===== config.mk =====
export PLATFORM = sky130hd
export DESIGN_NAME = ram_loader
export DESIGN_NICKNAME = d
export VERILOG_FILES = /design/src/rtl/ram_loader.sv
export SDC_FILE = /design/constraint.sdc
export NUM_CORES = 1
export LEC_CHECK = 0
export ABC_AREA = 1
export CAP_MARGIN = 20
export CORE_MARGIN = 2
export CORE_UTILIZATION = 45
export CTS_BUF_LIST = sky130_fd_sc_hd__clkbuf_2 sky130_fd_sc_hd__clkbuf_4 sky130_fd_sc_hd__clkbuf_8
export CTS_CLUSTER_DIAMETER = 100
export DETAILED_ROUTE_END_ITERATION = 6
export GPL_ROUTABILITY_DRIVEN = 1
export GPL_TIMING_DRIVEN = 0
export MAX_ROUTING_LAYER = met4
export PLACE_DENSITY = 0.76
export RECOVER_POWER = 50
export SYNTH_ARGS = -nofsm -noshare
export SYNTH_HDL_FRONTEND = slang
export SYNTH_SLANG_ARGS = --single-unit

===== constraint.sdc =====
create_clock -name clk -period 2.83 [get_ports clk]
set_input_delay 0.4245 -clock clk [delete_from_list [all_inputs] [get_ports clk]]
set_output_delay 0.4245 -clock clk [all_outputs]
set_load 0.02 [all_outputs]

===== src/rtl/ram_loader.sv =====
// Streams DEPTH bytes from a valid/ready source into the program RAM's manual port,
// giving each write strobe a full cycle of address/data setup and hold, then checks an optional checksum.
module ram_loader #(
    parameter int DEPTH    = 16,
    parameter int ADDR_W   = 4,
    parameter bit CHECKSUM = 1'b1
) (
    input  logic              clk,
    input  logic              clr_n,
    input  logic              start,
    input  logic              abort,
    input  logic [7:0]        in_data,
    input  logic              in_valid,
    output logic              in_ready,
    output logic              prog_mode,
    output logic [ADDR_W-1:0] addr_out,
    output logic [7:0]        data_out,
    output logic              load_out,
    output logic              busy,
    output logic              done,
    output logic              err
);

    typedef enum logic [2:0] {
        IDLE, RECV, SETUP, WRITE, HOLD, CHK, DONE, ERR
    } state_t;

    localparam logic [ADDR_W-1:0] LAST_ADDR = ADDR_W'(DEPTH - 1);

    state_t            state, state_nx;
    logic [7:0]        sum, sum_nx;
    logic [ADDR_W-1:0] addr_nx;
    logic [7:0]        data_nx;
    logic [7:0]        chk_total;
    logic              accept;

    // in_ready is a registered state decode, so accept has no input-to-output path
    assign accept    = in_ready & in_valid;
    assign chk_total = sum + in_data;

    always_comb begin
        state_nx = state;
        sum_nx   = sum;
        addr_nx  = addr_out;
        data_nx  = data_out;
        if (abort && busy) begin
            state_nx = IDLE;
        end else begin
            case (state)
                IDLE, DONE, ERR: begin
                    if (start && !abort) begin
                        state_nx = RECV;
                        sum_nx   = 8'h00;
                        addr_nx  = '0;
                    end
                end
                RECV: begin
                    if (accept) begin
                        data_nx  = in_data;
                        sum_nx   = chk_total;
                        state_nx = SETUP;
                    end
                end
                SETUP: state_nx = WRITE;
                WRITE: state_nx = HOLD;
                HOLD: begin
                    if (addr_out == LAST_ADDR) begin
                        state_nx = CHECKSUM ? CHK : DONE;
                    end else begin
                        addr_nx  = addr_out + 1'b1;
                        state_nx = RECV;
                    end
                end
                CHK: begin
                    if (accept) begin
                        state_nx = (chk_total == 8'h00) ? DONE : ERR;
                    end
                end
                default: state_nx = IDLE;
            endcase
        end
    end

    always_ff @(posedge clk or negedge clr_n) begin
        if (!clr_n) begin
            state     <= IDLE;
            sum       <= 8'h00;
            addr_out  <= '0;
            data_out  <= 8'h00;
            in_ready  <= 1'b0;
            prog_mode <= 1'b0;
            load_out  <= 1'b0;
            busy      <= 1'b0;
            done      <= 1'b0;
            err       <= 1'b0;
        end else begin
            state     <= state_nx;
            sum       <= sum_nx;
            addr_out  <= addr_nx;
            data_out  <= data_nx;
            in_ready  <= (state_nx == RECV) || (state_nx == CHK);
            prog_mode <= state_nx inside {RECV, SETUP, WRITE, HOLD, CHK};
            load_out  <= (state_nx == WRITE);
            busy      <= state_nx inside {RECV, SETUP, WRITE, HOLD, CHK};
            done      <= (state_nx == DONE);
            err       <= (state_nx == ERR);
        end
    end

endmodule


**Yosys cells after proc, flatten, opt, wreduce, memory -nomap -nowiden**

Index checks and enable logic that the tools add are counted.
Widths: inputs -> output; s select.

- Output and inout port bits: 18
- Register bits: 28
- Word-level logic and storage cells: 57

- Equal/unequal tests: 18
- Add/sub/neg operators: 2
- Multiplexer cells: 13
- Reduce and logical (&&, ||, !) cells: 13
- Bitwise gates (word level): 2

Operators with widths:

| cell | number |
|---|---|
| $eq 3x3->1 const B | 8 |
| $pmux 3 s6 | 1 |
| $mux 8 | 2 |
| $pmux 8 s2 | 1 |
| $mux 3 | 5 |
| $eq 3x2->1 const B | 4 |
| $add 8x8->8 | 1 |
| $logic_not 8->1 | 1 |
| $mux 4 | 2 |
| $pmux 4 s2 | 1 |
| $reduce_and 4->1 | 2 |
| $eq 3x1->1 const B | 2 |
| $ne 2x2->1 const B | 3 |
| $reduce_bool 5->1 | 1 |
| $add 4x1->4 const B | 1 |
| $eq 4x4->1 const B | 1 |
| $reduce_bool 2->1 | 2 |
| $logic_not 3->1 | 1 |
| $reduce_and 3->1 | 1 |
| $reduce_or 3->1 | 1 |
| $logic_and 1x1->1 | 2 |
| $and 1x1->1 | 1 |
| $logic_not 1->1 | 1 |
| $logic_or 1x1->1 | 1 |
| 2 further kinds | 2 |

**Depth between registers and ports, before layout**

- Word-level depth: 8
- Mapped depth: 14

**Worst setup path before layout**

OpenSTA, ideal clock, no wires.

- Path type: input port to flip-flop
- Start: input port in_data[0]
- End: register busy
- Stages: 14
- Setup slack: 0.909 ns
- Data arrival time: 1.801 ns
- Library setup time: 0.120 ns
- Required time: 2.710 ns
- Path through: ha_1 > fa_1 > nand2_1 > nand2_1 > nand3_1 > nand2_1 > nand2_1 > nand2_1 > nor2_1 > nand2_1 > nand2_1 > nand2_2 > nand4_1 > nand2_1

- Cells in the longest elaborated chain, start to end: 8

Ends and longest elaborated chain:

| what | RTL line | RTL |
|---|---|---|
| from (decl) | 12 | `input logic [7:0] in_data,` |
| $add 8x8->8 (*) | 39 | `assign chk_total = sum + in_data;` |
| $logic_not 8->1 (*) | 76 | `state_nx = (chk_total == 8'h00) ? DONE : ERR;` |
| $mux 1 (*) | 76 |  |
| $mux 3 (*) | 75 | `if (accept) begin` |
| $pmux 3 s6 (*) | 49 | `case (state)` |
| $mux 3 (*) | 46 | `if (abort && busy) begin` |
| $eq 3x1->1 (tied with other cells) | 104 | `busy <= state_nx inside {RECV, SETUP, WRITE, HOLD, CHK};` |
| $reduce_bool 5->1 (*) | 104 |  |
| to (signal assigned) | 104 |  |
| to (decl) | 19 | `output logic busy,` |

Every way passes the cells marked *; elsewhere a longest branch is shown, timed or not.
A chain may end at the register's enable or synchronous reset.

**Worst setup path in the final report**

Ends and elaborated chain as after synthesis.

==> results.md <==
- The number of nets handed over by synthesis was 242.
- The fraction of layout instances using a drive strength above 1 is 0.138.
- In this run the standard cell core region covers ~3700 sq um.
- The count of yosys warnings during synthesis is 0.
- VDD sags by at most a little under 0.0007 V.
- In this run the horizontal extent of the chip is roughly 65 um.
- The post-CTS resize count is 0.
- Power spread over the standard cell area amounts to around 970 nW/um^2.
- The share of total power dissipated in combinational logic is 0.570.
- For the finished layout, the period the worst path requires is roughly 2.3 ns.
- Counting tap cells, the placed design contains a total of ~300 instances.
- The worst setup path is captured at a flop.
- Of the total power, registers draw 0.329.
- The finished layout holds between 300 and 400 standard cells, fillers aside.
- In this run the power spent charging and discharging nets is just over 0.9 mW.
- Clock-pin slew was measured on the worst setup and hold paths at about 0.09 ns.
- For the final routed database, the setup TNS stands at 0 ns.
- The run finished with clean final reports.
- The via count of the routed design is around 1500.
- The post-route clock period utilization is 0.822.
- Using the TritonRoute via totals, the vias-per-cell ratio works out to roughly 5.
- In this run the remaining antenna-violating nets after routing total 0.
- The commonest register cell after synthesis is sky130_fd_sc_hd__dfrtp_1.
- The maximum root-to-sink buffer count is 2.
- Counting flops with an async set or reset pin after synthesis yields a share of 1.00.
- In this run the cell area of the synthesized design comes to ~1700 sq um.
- The max-cap violation count is 0.
- The post-detailed-placement half-perimeter wirelength is approximately 2.7 mm.
- The number of inserted filler cells in the final layout is approximately 350.
- In the final routed layout, each cell accounts on average for approximately 11 um.
- Measured against its own limit, the worst slew margin works out to 0.423.
- In the routed design, unresolved DRC markers number 0.
- Once layout is done, the placed cells without fillers occupy 2090 sq um.
- The number of setup buffers added after CTS is 0.
- For this configuration, the core starts out at a cell density of 0.465.
- On the final layout, the worst clock skew is roughly 0.006 ns.
- Setup violations remaining at the end of the flow were counted as 0.
- The data required time at the worst endpoint is around 3 ns.
- Of the synthesized area, sequential elements account for 0.412.
- The highest clock rate is between 400 and 500 MHz.
- The layout net count is 278.
- Measured along the y axis, the die boundary spans about 65 um.
- The final RePlAce weighted congestion is slightly below 0.9.
- The worst-path maximum fanout is 3.
- The total die area is approximately 4300 sq um.
- In this run the number of H-tree levels came out at 1.
- The number of CTS-inserted buffers is 3.
- The count of endpoints failing hold in the final timing report is 0.
- For the pin with the worst max-slew slack, the measured transition is between 0.8 and 0.9 ns.
- The via count of the first global-routing pass is between 1000 and 1500.
- The total area of sequential cells is between 700 and 800 sq um.
- TritonCTS built the clock tree.
- Averaged over all synthesized cells, the footprint is around 7.7 sq um.
- The largest net degree at the start of global routing is 17.
- Relative to the synthesized area, the layout overhead comes to 22.6%.
- The most common cell in the synthesized netlist is sky130_fd_sc_hd__nand2_1.
- In this run the count of I/O pins placed on the die edge is 31.
- Yosys mapped the design onto 30 distinct sky130hd cell types.
- The share of total power consumed by net switching is 0.449.
- The worst path arrival time is ~2.5 ns.
- The first global-routing pass estimated approximately 5.7 mm of wire.
- Setup repair after global routing left no endpoint under its margin.
- The worst-skew pair later-pin latency is between 0.2 and 0.3 ns.
- In this run, the number of DRC markers left after iteration 0 of detailed routing was between 90 and 100.
- The internal power of the cells totals 1.12 mW.
- The number of max-slew violations in the final report is 0.
- The number of placement rows is 22.
- The post-synthesis instance total is 220.
- The first detailed-routing pass took 4 iterations.
- Of the post-synthesis cell area, the dominant cell type holds 0.412.
- The final layout contains routed wiring with a total length of approximately 3.3 mm.
- The total clock sinks is 28.
- The tightest min-delay check is of the reg -> reg type.
- The share of total power dissipated in the clock network is 0.101.
- The static power due to leakage is approximately 1.1 nW.
- 0 antenna diodes ended up in the layout.
- Input and output buffers added on the ports amount to 30.
- Of all cell types, the one taking the most synthesized area is sky130_fd_sc_hd__dfrtp_1.
- For this run the aggregate overflow at the end of global routing stands at 0.
- The commonest cells after synthesis are sky130_fd_sc_hd__nand2_1, sky130_fd_sc_hd__dfrtp_1, sky130_fd_sc_hd__nand3_1, sky130_fd_sc_hd__inv_1, sky130_fd_sc_hd__nor2_1.
- Buffers inserted to repair hold after CTS numbered 0.
- In the global route stage, overall resource usage came out at 0.171.
- The initial antenna violation count is 0.
- In this run the cell area measured after placement is between 2000 and 2500 sq um.
- The kind of start point of the critical path is a primary input.
- The buffer cell driving the clock tree root is sky130_fd_sc_hd__clkbuf_8.
- After synthesis, the cell types taking the most area are sky130_fd_sc_hd__dfrtp_1, sky130_fd_sc_hd__nand2_1, sky130_fd_sc_hd__nand3_1.
- Yosys mapped a number of flops with a built-in enable equal to 0.
- In the final layout, the multi-input gates occupy about 840 sq um.
- The setup path with the least slack is of type in -> reg.
- The number of storage elements in the synthesis netlist is 28.
[critical path, cell delays in order]
cell and delay (ns):
sky130_fd_sc_hd__clkdlybuf4s50_1 0.44, sky130_fd_sc_hd__ha_1 0.25, sky130_fd_sc_hd__fa_1 0.43, sky130_fd_sc_hd__nand2_1 0.08
sky130_fd_sc_hd__nand2_1 0.07, sky130_fd_sc_hd__nand3_1 0.09, sky130_fd_sc_hd__nand2_1 0.07, sky130_fd_sc_hd__nand2_1 0.07
sky130_fd_sc_hd__nand2_1 0.08, sky130_fd_sc_hd__nor2_1 0.10, sky130_fd_sc_hd__nand2_1 0.06, sky130_fd_sc_hd__nand2_1 0.08
sky130_fd_sc_hd__nand2_2 0.08, sky130_fd_sc_hd__nand4_1 0.10, sky130_fd_sc_hd__nand2_1 0.06
[cell usage in the layout, fill, tap and decap left out, drive strengths merged, types with 7 or more instances in the layout]
master | synthesis | routed
nand2 | 76 | 76
dfrtp | 28 | 28
inv | 28 | 28
nand3 | 26 | 26
clkdlybuf4s50 | 0 | 24
nor2 | 17 | 17
o21ai | 11 | 11
ha | 8 | 8
a21oi | 7 | 7
[power groups by stage]
stage | registers [mW] | clock network, mW | logic [mW]
3_3_place_gp | 0.669 | 0 | 1.16
5_1_grt | 0.690 | 0.230 | 1.30
6_report | 0.668 | 0.205 | 1.16
3_5_place_dp | 0.676 | 0 | 1.19
4_1_cts | 0.670 | 0.214 | 1.20
2_1_floorplan | 0.772 | 0 | 0.719
[sequential cells by signal, summed over array words and instances (netlist names)]
name and count:
done 1, err 1, state 3, in_ready 1
load_out 1, busy 1, addr_out 4, data_out 8
sum 8
[metal layers]
layer,vias up,routed length (um),track usage
met1,665,1540,0.223
met3,4,152,0.0291
met5,-,0,-
met4,0,28,0.0365
met2,34,1550,0.282
li1,768,-,-
[per-stage QoR]
| step | power (mW) | worst slack, ns | hold slack (ns) | util |
|---|---|---|---|---|
| 2_1_floorplan | 1.49 | 0.909 | 0.129 | - |
| 3_3_place_gp | 1.83 | 0.240 | 0.454 | 0.563 |
| 3_5_place_dp | 1.87 | 0.216 | 0.458 | 0.571 |
| 4_1_cts | 2.08 | 0.494 | 0.481 | 0.582 |
| 5_1_grt | 2.22 | 0.270 | 0.486 | 0.570 |
| 6_report | 2.03 | 0.504 | 0.470 | 0.570 |
[cell families after synthesis]
kind of cell    Yosys count  synth area share
compound gates           19            0.0640
simple gates            128             0.359
flops                    28             0.412
xor+xnor                  2            0.0103
fa+ha+maj                 9            0.0706
buf+inv                  34            0.0846
[worst paths after layout]
kind / end / slack, ns / startpoint / depth (start not counted)
worst min-delay path: data_out[4] / 0.47 / data_out[4] / 2
worst max register to register: busy / 0.75 / sum[0] / 14
worst min register to register: data_out[4] / 0.47 / data_out[4] / 2
max in group asynchronous: data_out[0] / 1.09 / clr_n / 2
min in group asynchronous: addr_out[2] / 0.57 / clr_n / 1
worst max-delay path: busy / 0.50 / in_data[0] / 15
[area by class of cell]
class / instances / share of cell area
buffer: 5 / 0.0162
clock buffer: 3 / 0.0198
inverter: 29 / 0.0528
multi-input combinational: 158 / 0.401
sequential: 28 / 0.336
tap: 48 / 0.0288
timing repair buffer: 31 / 0.146
No activity file was read; power rests on OpenSTA's default activity.
